<file path="config.mk">
export PLATFORM = sky130hd
export DESIGN_NAME = spi_controller
export DESIGN_NICKNAME = d
export VERILOG_FILES = /design/src/rtl/spi_pkg.sv /design/src/rtl/spi_clk_div.sv /design/src/rtl/spi_controller.sv
export SDC_FILE = /design/constraint.sdc
export NUM_CORES = 1
export LEC_CHECK = 0
export CORE_ASPECT_RATIO = 0.7
export CORE_MARGIN = 3
export CORE_UTILIZATION = 52
export DETAILED_ROUTE_END_ITERATION = 12
export DONT_BUFFER_PORTS = 1
export MAX_ROUTING_LAYER = met4
export PLACE_DENSITY_LB_ADDON = 0.12
export SYNTH_ARGS = -nofsm -noshare
export SYNTH_HDL_FRONTEND = slang
export SYNTH_HIERARCHICAL = 1
export SYNTH_SLANG_ARGS = --single-unit
</file>
<file path="constraint.sdc">
create_clock -name clk -period 3.3 [get_ports clk]
set_input_delay 0.495 -clock clk [delete_from_list [all_inputs] [get_ports clk]]
set_output_delay 0.495 -clock clk [all_outputs]
set_load 0.02 [all_outputs]
</file>
<file path="src/rtl/spi_pkg.sv">
// Shared SPI frame layout and controller FSM states.
// Used by both the controller and the peripheral side.
package spi_pkg;

    localparam int FRAME_W = 16;
    localparam int ADDR_W  = 7;
    localparam int DATA_W  = 8;
    localparam int WR_BIT  = 15;

    typedef enum logic [2:0] {
        IDLE,
        SETUP,
        SHIFT,
        HOLD,
        GAP
    } spi_state_t;

    function automatic logic [FRAME_W-1:0] pack_frame(
        input logic              wr,
        input logic [ADDR_W-1:0] addr,
        input logic [DATA_W-1:0] data
    );
        logic [FRAME_W-1:0] f;
        f                      = '0;
        f[WR_BIT]              = wr;
        f[WR_BIT-1 -: ADDR_W]  = addr;
        f[DATA_W-1:0]          = data;
        return f;
    endfunction

endpackage

</file>
<file path="src/rtl/spi_clk_div.sv">
// Half-period tick generator for SCLK.
// The counter is held at zero whenever shifting is not in progress.
module spi_clk_div #(
    parameter int CLK_DIV = 4
) (
    input  logic clk,
    input  logic rst_n,
    input  logic en,
    output logic tick
);

    localparam logic [7:0] LAST = 8'(CLK_DIV - 1);

    logic [7:0] cnt;

    always_ff @(posedge clk or negedge rst_n) begin
        if (!rst_n) begin
            cnt <= '0;
        end else if (!en || cnt == LAST) begin
            cnt <= '0;
        end else begin
            cnt <= cnt + 8'd1;
        end
    end

    assign tick = en && (cnt == LAST);

endmodule

</file>
<file path="src/rtl/spi_controller.sv">
// SPI mode-0 master sending one 16-bit {wr, addr, wdata} frame per start.
// The receive register keeps the last 8 bits sampled on miso.
module spi_controller
    import spi_pkg::*;
#(
    parameter int CLK_DIV  = 4,
    parameter int CS_SETUP = 2,
    parameter int CS_GAP   = 4
) (
    input  logic              clk,
    input  logic              rst_n,
    input  logic              start,
    input  logic              wr,
    input  logic [ADDR_W-1:0] addr,
    input  logic [DATA_W-1:0] wdata,
    output logic              busy,
    output logic              done,
    output logic [DATA_W-1:0] rdata,
    output logic              sclk,
    output logic              cs_n,
    output logic              mosi,
    input  logic              miso
);

    localparam logic [7:0] SETUP_LAST = 8'(CS_SETUP - 1);
    localparam logic [7:0] GAP_LAST   = 8'(CS_GAP - 1);
    localparam logic [4:0] BIT_LAST   = 5'(FRAME_W - 1);

    spi_state_t          state;
    logic [7:0]          cnt;
    logic [4:0]          bit_cnt;
    logic [FRAME_W-1:0]  tx;
    logic [DATA_W-1:0]   rx;
    logic                tick;

    spi_clk_div #(
        .CLK_DIV(CLK_DIV)
    ) u_clk_div (
        .clk  (clk),
        .rst_n(rst_n),
        .en   (state == SHIFT),
        .tick (tick)
    );

    // mosi is the top flop of the transmit register
    assign mosi = tx[FRAME_W-1];

    always_ff @(posedge clk or negedge rst_n) begin
        if (!rst_n) begin
            state   <= IDLE;
            cnt     <= '0;
            bit_cnt <= '0;
            tx      <= '0;
            rx      <= '0;
            rdata   <= '0;
            busy    <= 1'b0;
            done    <= 1'b0;
            sclk    <= 1'b0;
            cs_n    <= 1'b1;
        end else begin
            done <= 1'b0;
            unique case (state)
                IDLE: begin
                    if (start) begin
                        tx      <= pack_frame(wr, addr, wdata);
                        busy    <= 1'b1;
                        cs_n    <= 1'b0;
                        cnt     <= '0;
                        bit_cnt <= '0;
                        state   <= SETUP;
                    end
                end
                SETUP: begin
                    if (cnt == SETUP_LAST) begin
                        cnt   <= '0;
                        state <= SHIFT;
                    end else begin
                        cnt <= cnt + 8'd1;
                    end
                end
                SHIFT: begin
                    if (tick) begin
                        sclk <= ~sclk;
                        if (!sclk) begin
                            rx <= {rx[DATA_W-2:0], miso};
                        end else if (bit_cnt == BIT_LAST) begin
                            state <= HOLD;
                        end else begin
                            tx      <= {tx[FRAME_W-2:0], 1'b0};
                            bit_cnt <= bit_cnt + 5'd1;
                        end
                    end
                end
                HOLD: begin
                    if (cnt == SETUP_LAST) begin
                        cnt   <= '0;
                        cs_n  <= 1'b1;
                        done  <= 1'b1;
                        rdata <= rx;
                        tx    <= '0;
                        state <= GAP;
                    end else begin
                        cnt <= cnt + 8'd1;
                    end
                end
                GAP: begin
                    if (cnt == GAP_LAST) begin
                        cnt   <= '0;
                        busy  <= 1'b0;
                        state <= IDLE;
                    end else begin
                        cnt <= cnt + 8'd1;
                    end
                end
                default: state <= IDLE;
            endcase
        end
    end

endmodule

</file>
Word level (Yosys, flattened, before mapping)
Index checks and enable logic that the tools add are counted.
{ "classes": {"addsub": 3, "reduce_logical": 19, "n_mul": 0, "magnitude_cmp": 0, "bitwise_logic": 1, "div": 0, "n_shift": 0, "muxes": 32, "n_eq_ne": 16} }
{ "op_table": {"columns": ["operator", "count"], "rows": [
  ["$mux 16", 5],
  ["$pmux 16 s3", 1],
  ["$mux 8", 4],
  ["$pmux 8 s3", 1],
  ["$mux 3", 7],
  ["$mux 5", 4],
  ["$add 8x1->8 const B", 2],
  ["$eq 8x2->1 const B", 2],
  ["$ne 2x2->1 const B", 8],
  ["$pmux 3 s5", 1],
  ["$pmux 5 s2", 1],
  ["$reduce_and 3->1", 3],
  ["$eq 8x1->1 const B", 1],
  ["$reduce_and 7->1", 1],
  ["$eq 3x2->1 const B", 2],
  ["$mux 1", 6],
  ["$reduce_and 2->1", 3],
  ["$reduce_and 6->1", 1],
  ["$reduce_bool 2->1", 3],
  ["$reduce_bool 3->1", 2],
  ["$add 5x1->5 const B", 1],
  ["$eq 5x4->1 const B", 1],
  ["$reduce_and 5->1", 1],
  ["$pmux 1 s2", 2],
  ["8 further kinds", 8]
]} }
{ "word_totals": {"regBits": 60, "input_bits": 20, "latch_bits": 0, "elab_cells": 82, "out_inout_bits": 13, "rom_bits": 0, "ramBits": 0, "n_memories": 0} }

Logic depth before layout (Yosys ltp)
Gate-level depths: netlist of run 1.
{ "depth": {"depth_word": 5, "depth_mapped": 11, "ltp_nobuf": 7} }

Modules after synthesis
The synthesis of run 1 kept the hierarchy.
{ "by_module_without_submodules": {"columns": ["module", "seq_area_each_um2", "instances", "area_each_um2", "cells_per_inst"], "rows": [
  ["spi_controller", 1302.5, 1, 2527.4, 215],
  ["spi_clk_div", 200.2, 1, 399.1, 39]
]} }

Worst setup path before layout of run 1
OpenSTA, ideal clock, no wires.
{ "synth_path": {"path_type": "flip-flop to flip-flop", "from": "register state[0]", "to": "register tx[10]", "stages_incl_launch_ff": 12, "setup_slack_ps": 225, "n_path_buf": 4, "required_ps": 3175, "arrival_time_ps": 2950, "synth_period_minus_slack_ps": 3075, "setup_ps": 125, "cell_sequence": "dfrtp_1 > clkbuf_1 > nor3b_1 > buf_2 > clkbuf_1 > inv_1 > nor4b_1 > nand3_1 > nor3b_1 > a221oi_4 > buf_12 > mux2_4"} }
{ "synth_via": {"elab_chain_cells": 4, "elab_cells_between_ends": 12, "cone_classes": "7 x eq/ne; 1 x mux; 4 x reduce/logical"} }
{ "synth_rtl": {"columns": ["element", "line", "source"], "rows": [
  ["start: declaration", "spi_controller.sv:29", "spi_state_t state;"],
  ["start signal: assignment", "spi_controller.sv:50", "state <= IDLE;"],
  ["start signal: assignment", "spi_controller.sv:70", "state <= SETUP;"],
  ["start signal: assignment", "spi_controller.sv:76", "state <= SHIFT;"],
  ["$eq 3x2->1", "spi_controller.sv:41", ".en (state == SHIFT),"],
  ["$logic_and 1x1->1", "spi_clk_div.sv:26", "assign tick = en && (cnt == LAST);"],
  ["named net tick", "spi_controller.sv:34", "logic tick;"],
  ["$ne 2x2->1 (no line)", null, null],
  ["$reduce_and 6->1 (no line)", null, null],
  ["end signal: assignment", "spi_controller.sv:65", "tx <= pack_frame(wr, addr, wdata);"],
  ["end signal: assignment", "spi_controller.sv:89", "tx <= {tx[FRAME_W-2:0], 1'b0};"],
  ["end: declaration", "spi_controller.sv:32", "logic [FRAME_W-1:0] tx;"]
]} }
The timed path passes the listed nets, and every way through them passes these cells.
A chain may end at the register's enable or synchronous reset.

Worst setup path after layout of run 1
{ "layout_path": {"from": "register u_clk_div.cnt[2]", "to": "register tx[1]"} }
{ "layout_via": {"elab_chain_cells": 4} }
{ "layout_rtl": {"columns": ["element", "line", "source"], "rows": [
  ["start: declaration", "spi_clk_div.sv:14", "logic [7:0] cnt;"],
  ["start signal: assignment", "spi_clk_div.sv:22", "cnt <= cnt + 8'd1;"],
  ["$eq 8x2->1", "spi_clk_div.sv:26", null],
  ["$logic_and 1x1->1", "spi_clk_div.sv:26", null],
  ["named net tick", "spi_controller.sv:34", null],
  ["$ne 2x2->1 (no line)", null, null],
  ["$reduce_and 6->1 (no line)", null, null]
]} }
The timed path passes the listed nets, and every way through them passes these cells.

==> summary.txt, run 1 <==
Min path
  • HP Class: in -> async

Synthesis
  • Yosys top cell by area: dfrtp_1
  • Syn. warnings: 6
  • Post-synth EDFFs: 0
  • Cell area after synthesis: ~2900 sq um
  • Post-Syn Nets: roughly 280
  • Yosys cell types: 47
  • Primary FF master, synth: dfrtp_1
  • Syn Area/Cell: around 12 sq um
  • Synth area leaders: dfrtp_1, mux2_2, mux2_4
  • Seq/Total Area, Yosys: 0.513
  • Yosys top cell area share: 0.504
  • Ys async rst share: 1.00
  • Most numerous cell in the Yosys netlist: dfrtp_1
  • Synth top cells by count: dfrtp_1, nand2_1, mux2_2, a22o_1, nor2_1
  • Number of synthesized register bits: 60
  • Mapped Cells: between 200 and 300

Detailed routing
  • # DRC: 0
  • Routed len/inst: roughly 16 um
  • Overall routed net length: 5.30 mm
  • Vias: roughly 1900
  • DR vias/cell: about 5.7
  • Post-route ant nets: 0
  • Drt pass-1 iters: 4
  • Iteration-0 DRC count of the detailed router: 110

Global route
  • Initial antenna violation count: 0
  • GR peak layer: met1
  • Largest net degree at the start of global routing: 61
  • GRT met3 Usage: 0.0813
  • GRT met1 Usage: 0.247
  • Vias in the first global route: around 1700
  • GR Layer Usage met2: 0.235
  • Total track usage: 0.180
  • First-pass GRT wire length: around 8.6 mm
  • Overflow after GRT: 0

Placed design
  • Routability cong.: just under 0.8
  • Port Buffers: 0
  • Post-DP HPWL: roughly 3.6 mm

Power and ir drop
  • Clock power frac: 0.430
  • Worst IR Drop VDD: approximately 0.29 mV
  • Combinational share of power: 0.100
  • Final Power: around 0.0017 W
  • Switching Share: 0.255
  • Pwr Density: ~530 nW/um^2
  • Leak pwr: between 1 and 1.5 nW
  • Internal power consumption: about 0.0013 W
  • Sequential share of power: 0.471
  • Sw power: approximately 0.00044 W

Floorplan
  • Die footprint: about 6600 sq um
  • Chip height: slightly below 70 um
  • IO Pins: 33
  • Die Wd: about 96 um
  • Core area: around 5300 sq um
  • Site Rows: 22
  • Initial core utilization: 0.548

Clock tree
  • Max Root-Sink Buffers: 2
  • Worst-skew pair later-pin latency: 0.33 ns
  • Post-CTS sizing: 0
  • Total CTS buffers: 9
  • CTS root buffer: clkbuf_8
  • # H-tree levels: 3
  • CTS tree: built
  • Clock transition at path regs: 0.07 ns
  • Clock sinks: 60

Worst setup path
  • Arrival time worst endpoint: ~3 ns
  • CP max FO: 16
  • CP delay by family, top: simple AND/OR/NAND/NOR gates
  • Worst path bufs/invs: 1
  • CP Class: reg -> reg
  • Setup crit start kind: flop
  • Worst Path Required: around 3.5 ns
  • CP max stage delay: 0.57 ns
  • Worst-path cell chain: or4_4 -> nor4b_1 -> nand3_1 -> nor3b_1 -> a221oi_4 -> buf_4 -> mux2_1
  • Critical path's slowest cell: or4_4
  • Crit end category: flop

Timing
  • Setup_tns: 0 ns
  • Fmax: ~0.37 GHz
  • Endpoints failing setup: 0
  • Period utilisation layout: 0.820
  • Final Hold Fails: 0
  • Minimum clock period: 2.71 ns
  • Clk_skew: between 0.006 and 0.007 ns
  • Rel. slew slack: 0.556
  • Unrepaired setup endpoints after global routing: no
  • Pins Over Slew Limit: 0
  • Slew @ Worst Pin: approximately 0.66 ns

Cells and area
  • Core Util, Final: 0.606
  • Ant diodes: 0
  • Synthesis-to-layout area growth: 10.6%
  • Layout cells sized above 1: 0.212
  • Nets@finish: between 200 and 300

Outcome
  • Status: finished, final reports clean

Flow run
  • Maximum Capacitance Violations: 0
-- metrics by stage --
step | instances | setup slack (ns) | instance area [sq um] | hold WS [ns]
finish | 336 | 0.593 | 3240 | 0.0197
global route | 336 | 0.437 | 3240 | 0.0191
CTS | 336 | 0.603 | 3240 | 0.0207
detailed placement | 319 | 0.615 | 2990 | 0.202
global placement | 319 | 0.692 | 2990 | 0.201
floorplan | 254 | 0.225 | 2930 | 0.199
-- cell type report --
class / instances / area, sq um
clock buffers: 9 / 124
fillers: 448 / 2100
repair buffers: 4 / 50.0
clock inverters: 7 / 100
flip-flops and latches: 60 / 1500
inverters: 9 / 33.8
well taps: 72 / 90.1
multi-input cells: 175 / 1340
-- state kept, by name (all words and copies together), names as in the netlist --
| name | flops |
|---|---|
| state | 3 |
| u_clk_div/cnt | 8 |
| busy | 1 |
| sclk | 1 |
| done | 1 |
| rdata | 8 |
| cnt | 8 |
| rx | 8 |
| cs_n | 1 |
| tx | 16 |
| bit_cnt | 5 |
-- power groups by stage --
stage               clock (W)  combinational, W  sequential (W)
global placement            0          0.000149        0.000818
floorplan                   0          0.000138        0.000808
finish               0.000734          0.000171        0.000804
global route         0.000787          0.000190        0.000809
CTS                  0.000751          0.000173        0.000804
detailed placement          0          0.000154        0.000818
-- final timing paths --
path	startpoint	to	slack, ns	depth (start not counted)
setup reg to reg	u_clk_div/cnt[2]$_DFF_PN0_	tx[1]$_DFFE_PN0P_	0.59	7
min in group clk	wdata[0]	tx[0]$_DFFE_PN0P_	0.31	2
hold / removal	rst_n	tx[11]$_DFFE_PN0P_	0.02	1
max in group asynchronous	rst_n	cs_n$_DFFE_PN1P_	2.98	1
setup / recovery	u_clk_div/cnt[2]$_DFF_PN0_	tx[1]$_DFFE_PN0P_	0.59	7
hold reg to reg	bit_cnt[4]$_DFFE_PN0P_	bit_cnt[4]$_DFFE_PN0P_	0.47	2
-- logic make-up (layout without fill, tap and decap cells) --
| family | count (synthesis) | count (layout) | share of synthesized area |
|---|---|---|---|
| AO/OA/AOI/OAI | 51 | 51 | 0.136 |
| XOR/XNOR | 5 | 5 | 0.0150 |
| adder cells (fa/ha/maj) | 5 | 5 | 0.0214 |
| buffers and inverters | 19 | 29 | 0.0312 |
| flip-flops | 60 | 60 | 0.513 |
| multiplexers | 32 | 32 | 0.134 |
| AND/OR/NAND/NOR | 82 | 82 | 0.149 |
-- layout by cell type, fill, tap and decap left out, types with 2 or more instances in the layout --
master | synthesis | final
a21o_1 | 2 | 2
a21oi_1 | 7 | 7
a22o_1 | 15 | 15
a31oi_1 | 2 | 2
and2_1 | 2 | 2
buf_4 | 0 | 3
bufinv_16 | 0 | 2
clkbuf_8 | 0 | 9
clkinvlp_4 | 0 | 3
dfrtp_1 | 59 | 59
ha_1 | 5 | 5
inv_1 | 9 | 9
mux2_1 | 6 | 6
mux2_2 | 16 | 16
mux2_4 | 9 | 9
nand2_1 | 23 | 23
nand2b_1 | 4 | 4
nand3_1 | 10 | 10
nand4_1 | 3 | 3
nor2_1 | 15 | 15
nor2_2 | 2 | 2
nor2b_1 | 4 | 4
nor3_1 | 2 | 2
nor4_1 | 2 | 2
o21a_1 | 2 | 2
o21ai_0 | 10 | 10
o22ai_1 | 5 | 5
o31a_1 | 2 | 2
or3_1 | 5 | 5
xnor2_1 | 2 | 2
xor2_1 | 3 | 3
-- per-layer routing --
metal / up-vias / part of all wire
met4: 0 / 0.0091
li1: 936 / -
met3: 6 / 0.072
met2: 38 / 0.41
met1: 921 / 0.51
met5: - / 0
-- worst register-to-register path, cell delays in order (launching register included) --
cell and delay, ns:
dfrtp_1 0.44, or4_4 0.57, nor4b_1 0.38, nand3_1 0.14
nor3b_1 0.20, a221oi_4 0.19, buf_4 0.31, mux2_1 0.36
-- what timing repair did --
action	CTS	global route
hold buffers	1	0
hold endpoints to repair	60	0
endpoints found under the setup margin	0	0
buffers inserted	0	0
Power figures use the tool's default switching activity.
==> inputs of run 2 (changes only) <==
clock period = 2.2 ns   (was 3.3 ns; I/O delays follow)
==> run 2 against run 1 <==
The run now ends with setup timing left. Clock skew rose by 0.0011 ns. Register-to-register slack got worse by 0.86 ns. Global-route usage rose by 2.8 points. Final area rose by 12%. Sequential power rose by 48%. Critical path depth did not move. First-iteration DRC count rose by 3.6%. Die area did not move. Count of clock-buffer cells in the layout rose by 3. Total power rose by 58%. Largest cell class unchanged.
==> summary.txt, run 2 (synthesized netlist as in run 1, its figures left out) <==
Outcome
  • Status: complete, but fails checks
  • Failing checks: setup timing

Detailed routing
  • Vias: approximately 2000
  • Iteration-0 DRC count of the detailed router: roughly 110
  • Drt pass-1 iters: 4
  • # DRC: 0
  • Routed len/inst: between 15 and 20 um
  • Overall routed net length: 5.97 mm
  • Post-route ant nets: 0
  • DR vias/cell: ~5.5

Cells and area
  • Reg with most FFs: tx
  • Nets@finish: 311
  • Number of flip-flops under the largest register name: 16
  • Ant diodes: 0
  • Core Util, Final: 0.677
  • Synthesis-to-layout area growth: 23.5%
  • Filler cell count: roughly 420
  • Most frequent cells in the layout: dfrtp_1, buf_4, mux2_4
  • Final instance count without filler cells: ~360
  • Layout cells sized above 1: 0.337
  • Commonest non-fill, non-tap cell in the layout: dfrtp_1

Power and ir drop
  • Worst IR Drop VDD: just under 0.5 mV
  • Pwr Density: ~750 nW/um^2
  • Final Power: between 0.002 and 0.003 W
  • Leak pwr: between 1.5 and 2 nW

Worst setup path
  • Worst Path Required: between 2 and 2.5 ns
  • CP max stage delay: about 0.56 ns
  • Arrival time worst endpoint: about 2.7 ns
  • CP Class: reg -> reg
  • Setup crit start kind: flop
  • CP max FO: 8
  • Critical path's slowest cell: or4_4
  • Crit end category: flop
  • Worst-path cell chain: or4_4 -> nor4b_4 -> nand3_2 -> nor3b_4 -> a221oi_4 -> buf_6 -> mux2_4
  • FF-to-FF path depth: 7

Timing
  • Period utilisation layout: 1.12
  • Fmax: 0.406 GHz
  • Minimum clock period: between 2 and 2.5 ns
  • Final worst setup slack: -0.265 ns
  • Final Hold Fails: 0
  • Endpoints failing setup: 21
  • Setup_tns: -4.89 ns
  • Slew @ Worst Pin: ~0.58 ns
  • Rel. slew slack: 0.614
  • Unrepaired setup endpoints after global routing: yes
  • Pins Over Slew Limit: 0
  • Clk_skew: between 0.007 and 0.008 ns

Clock tree
  • Clock sinks: 60
  • Worst-skew pair later-pin latency: 0.33 ns
  • Total CTS buffers: 9
  • # H-tree levels: 3
  • Max Root-Sink Buffers: 2
  • CTS tree: built
  • CTS root buffer: clkbuf_8
  • Clock transition at path regs: 0.07 ns

Flow run
  • Maximum Capacitance Violations: 0

Global route
  • Initial antenna violation count: 0
  • Largest net degree at the start of global routing: approximately 60
  • Total track usage: 0.207
  • Overflow after GRT: 0
  • First-pass GRT wire length: between 9 and 10 mm
  • Vias in the first global route: 1956

Floorplan
  • Core area: between 5000 and 6000 sq um
  • Chip height: between 60 and 70 um
  • Site Rows: 22
  • Die Wd: 95.7 um
  • Die footprint: 6580 sq um
  • IO Pins: 33
  • Initial core utilization: 0.548

Placed design
  • Cell Count Post-Placement: 340
  • Setup WS pre-CTS: -0.344 ns
  • Routability cong.: a little over 0.8
  • Port Buffers: 0
  • Post-DP HPWL: between 3 and 4 mm

Min path
  • HP Class: in -> reg
  • Worst hold path depth: 2
==> run 2: cell type report <==
class / count / area (sq um) / share of cell area
inverters: 9 / 33.8 / 0.00935
flip-flops and latches: 60 / 1500 / 0.416
well taps: 72 / 90.1 / 0.0249
repair buffers: 31 / 283 / 0.0783
multi-input cells: 175 / 1490 / 0.411
clock buffers: 12 / 145 / 0.0402
clock inverters: 4 / 72.6 / 0.0201
==> run 2: metal layers <==
metal / global-route usage / vias to the layer above / part of all wire
met5: - / - / 0
met1: 0.284 / 974 / 0.50
li1: - / 989 / -
met3: 0.0781 / 9 / 0.056
met4: 0.0691 / 0 / 0.015
met2: 0.282 / 40 / 0.43
==> run 2: path summary, 6_finish.rpt <==
kind	start	to	slack (ns)
min reg2reg	bit_cnt[4]$_DFFE_PN0P_	bit_cnt[4]$_DFFE_PN0P_	0.52
max in group asynchronous	rst_n	cs_n$_DFFE_PN1P_	1.39
min	wdata[0]	tx[0]$_DFFE_PN0P_	0.13
max	u_clk_div/cnt[6]$_DFF_PN0_	tx[9]$_DFFE_PN0P_	-0.26
max reg2reg	u_clk_div/cnt[6]$_DFF_PN0_	tx[9]$_DFFE_PN0P_	-0.26
min in group asynchronous	rst_n	u_clk_div/cnt[5]$_DFF_PN0_	0.52
==> run 2: through the flow <==
stage	hold WS, ns	area (sq um)
CTS	0.111	3570
finish	0.129	3610
global route	0.126	3610
floorplan	0.0344	2990
detailed placement	0.0361	3180
global placement	0.0358	3180
==> run 2: worst max-delay path, delay by kind of cell, from the launching register on <==
kind	cells	cell delay, ns
mux	1	0.31
buf+inv	1	0.21
compound gates	1	0.25
simple gates	4	1.21
flops	1	0.38
==> run 2: what timing repair did <==
item / in CTS / in global routing
hold buffers: 2 / 0
hold endpoints to repair: 60 / 0
pin swaps: 8 / 4
gates resized for setup: 19 / 16
setup buffers: 6 / 2
setup endpoints to repair: 29 / 29
cloned: 1 / 0
==> run 2: power breakdown <==
group / switching (W) / leakage, nW / internal, W
combinational: 0.000210 / 0.767 / 0.000212
clock: 0.000419 / 0.107 / 0.000668
sequential: 0.0000393 / 0.795 / 0.00115
total: 0.000668 / 1.67 / 0.00203
==> inputs of run 3 (changes only) <==
CAP_MARGIN = 30   (was not set)
SYNTH_HIERARCHICAL = not set   (was 1)
==> run 3 against run 2 <==
The flow now finishes without violations. Synthesized cell count down 2.0%. Worst setup slack better by 0.29 ns. Sequential share of layout area up 2.7 points. Cell count down 3.3%. Die area about the same. Clock power down 12%.
==> summary.txt, run 3 <==
Synthesis
  • Syn. warnings: 0
  • Yosys cell types: 50
  • Seq/Total Area, Yosys: 0.514
  • Post-synth EDFFs: 0
  • Most numerous cell in the Yosys netlist: dfrtp_1
  • Ys async rst share: 1.00
  • Synth area leaders: dfrtp_1, mux2_2, mux2_4
  • Syn Area/Cell: roughly 12 sq um
  • Cell area after synthesis: around 2900 sq um
  • Yosys top cell by area: dfrtp_1
  • Yosys top cell area share: 0.505
  • Post-Syn Nets: around 270
  • Mapped Cells: 249
  • Synth top cells by count: dfrtp_1, mux2_2, nand2_1, nor2_1, a22o_1
  • Number of synthesized register bits: 60
  • Primary FF master, synth: dfrtp_1

Detailed routing
  • DR vias/cell: roughly 5.6
  • Post-route ant nets: 0
  • Vias: 1960
  • Drt pass-1 iters: 4
  • Routed len/inst: between 15 and 20 um
  • # DRC: 0
  • Overall routed net length: around 5.5 mm
  • Iteration-0 DRC count of the detailed router: 95

Global route
  • Total track usage: 0.197
  • Overflow after GRT: 0
  • Vias in the first global route: between 1500 and 2000
  • Initial antenna violation count: 0
  • First-pass GRT wire length: between 9 and 10 mm
  • Largest net degree at the start of global routing: between 60 and 70

Clock tree
  • CTS root buffer: clkbuf_8
  • # Post-CTS Setup Buffers: 0
  • CTS tree: built
  • Worst-skew pair later-pin latency: approximately 0.33 ns
  • Total CTS buffers: 9
  • # H-tree levels: 3
  • Clock transition at path regs: ~0.07 ns
  • Max Root-Sink Buffers: 2
  • Clock sinks: 60

Worst setup path
  • Worst Path Required: 2.42 ns
  • CP max FO: 16
  • Worst Setup SP: bit_cnt[1]$_DFFE_PN0P_
  • R2R Setup Slk: roughly 0.026 ns
  • CP Class: reg -> reg
  • Setup crit start kind: flop
  • Arrival time worst endpoint: 2.40 ns
  • FF-to-FF path depth: 7
  • Crit end category: flop
  • Worst r2r src: bit_cnt[1]$_DFFE_PN0P_
  • FF-to-FF End: tx[5]$_DFFE_PN0P_

Outcome
  • Status: finished, final reports clean

Floorplan
  • Core area: 5340 sq um
  • Die footprint: approximately 6600 sq um
  • Site Rows: 22
  • Die Wd: around 96 um
  • Chip height: roughly 69 um
  • Initial core utilization: 0.548
  • IO Pins: 33

Cells and area
  • Commonest non-fill, non-tap cell in the layout: dfrtp_1
  • Final Instance Area: approximately 3400 sq um
  • Layout cells sized above 1: 0.308
  • Ant diodes: 0
  • Most frequent cells in the layout: dfrtp_1, mux2_2, buf_4
  • Final instance count without filler cells: between 300 and 400
  • Number of flip-flops under the largest register name: 16
  • Reg with most FFs: tx
  • Synthesis-to-layout area growth: 15.9%
  • Nets@finish: around 300

Placed design
  • Port Buffers: 0
  • Cell Count Post-Placement: approximately 330
  • Area after DPL: roughly 3100 sq um
  • Setup WS pre-CTS: approximately 0.033 ns
  • Routability cong.: between 0.8 and 0.9
  • Post-DP HPWL: between 3 and 4 mm

Flow run
  • Maximum Capacitance Violations: 0

Timing
  • Endpoints failing setup: 0
  • Final worst setup slack: between 0.02 and 0.03 ns
  • Unrepaired setup endpoints after global routing: yes
  • Clk_skew: 0.00680 ns
  • Setup_tns: 0 ns
  • Slew @ Worst Pin: about 0.66 ns
  • Period utilisation layout: 0.988
  • Minimum clock period: between 2 and 2.5 ns
  • Fmax: between 0.4 and 0.5 GHz
  • Final Hold Fails: 0
  • Pins Over Slew Limit: 0
  • Rel. slew slack: 0.552

Power and ir drop
  • Worst IR Drop VDD: ~0.47 mV
  • Pwr Density: between 600 and 700 nW/um^2
  • Leak pwr: 1.55 nW
  • Final Power: 0.00211 W

Min path
  • Worst hold path depth: 1
  • Hold Path Sink: rx[0]$_DFFE_PN0P_
  • HP Class: in -> reg
  • Worst hold start: miso
-- run 3: cell count changes in the layout (fill, tap and decap cells not counted), moves of 3 or more --
| cell | previous run | this run |
|---|---|---|
| mux2_2 | 8 | 21 |
| buf_4 | 24 | 20 |
| clkinvlp_4 | 1 | 4 |
| nor2_1 | 15 | 19 |
| xor2_1 | 3 | 7 |
| buf_6 | 4 | 0 |
| o21ai_0 | 7 | 10 |
| mux2_4 | 23 | 11 |
-- run 3: layer usage --
layer	up-vias	part of all wire	track usage
li1	963	-	-
met1	946	0.51	0.291
met2	46	0.42	0.254
met3	5	0.064	0.0727
met4	0	0.0084	0.0479
met5	-	0	-
-- run 3: critical path, stage by stage, from the launching register on --
cell	delay, ns
dfrtp_1	0.38
ha_2	0.19
and3_4	0.19
ha_4	0.17
a211o_1	0.30
a211oi_4	0.29
buf_12	0.21
mux2_2	0.34
-- run 3: how the worst max path moves through the flow --
stage / to / slack, ns / depth (start not counted)
finish: tx[5]$_DFFE_PN0P_ / 0.03 / 7
floorplan: tx[10]$_DFFE_PN0P_ / -0.006 / 7
CTS: tx[1]$_DFFE_PN0P_ / 0.02 / 7
global route: tx[5]$_DFFE_PN0P_ / -0.05 / 7
detailed placement: tx[1]$_DFFE_PN0P_ / 0.03 / 7
global placement: bit_cnt[3]$_DFFE_PN0P_ / 0.02 / 7
-- run 3: power breakdown --
group          internal, W  switching [W]
clock             0.000520       0.000436
sequential         0.00111     0.00000642
combinational    0.0000141      0.0000250
total              0.00165       0.000467
-- run 3: cell type report --
type,instances,area [sq um]
multi-input cells,174,1380
fillers,449,1950
clock buffers,10,128
inverters,6,22.5
clock inverters,6,65.1
flip-flops and latches,60,1500
well taps,72,90.1
repair buffers,23,208
-- run 3: stage by stage --
step           utilization  hold slack [ns]
6_report             0.635            0.143
5_1_grt              0.635            0.115
4_1_cts              0.632            0.123
3_5_place_dp         0.589           0.0359
3_3_place_gp         0.589           0.0358
2_1_floorplan            -           0.0344
-- run 3: what timing repair did --
item | 4_1_cts | 5_1_grt
endpoints found under the setup margin | 0 | 16
endpoints found under the hold margin | 60 | 0
hold buffers | 2 | 0
gates resized for setup | 0 | 3
-- run 3: cells by family (layout without fill, tap and decap cells) --
kind of cell	count (synthesis)	in the layout	synth area share
buffers and inverters	15	45	0.0278
AND/OR/NAND/NOR	82	82	0.158
multiplexers	33	33	0.138
flip-flops	60	60	0.514
adder cells (fa/ha/maj)	5	5	0.0214
XOR/XNOR	8	8	0.0240
AO/OA/AOI/OAI	46	46	0.117
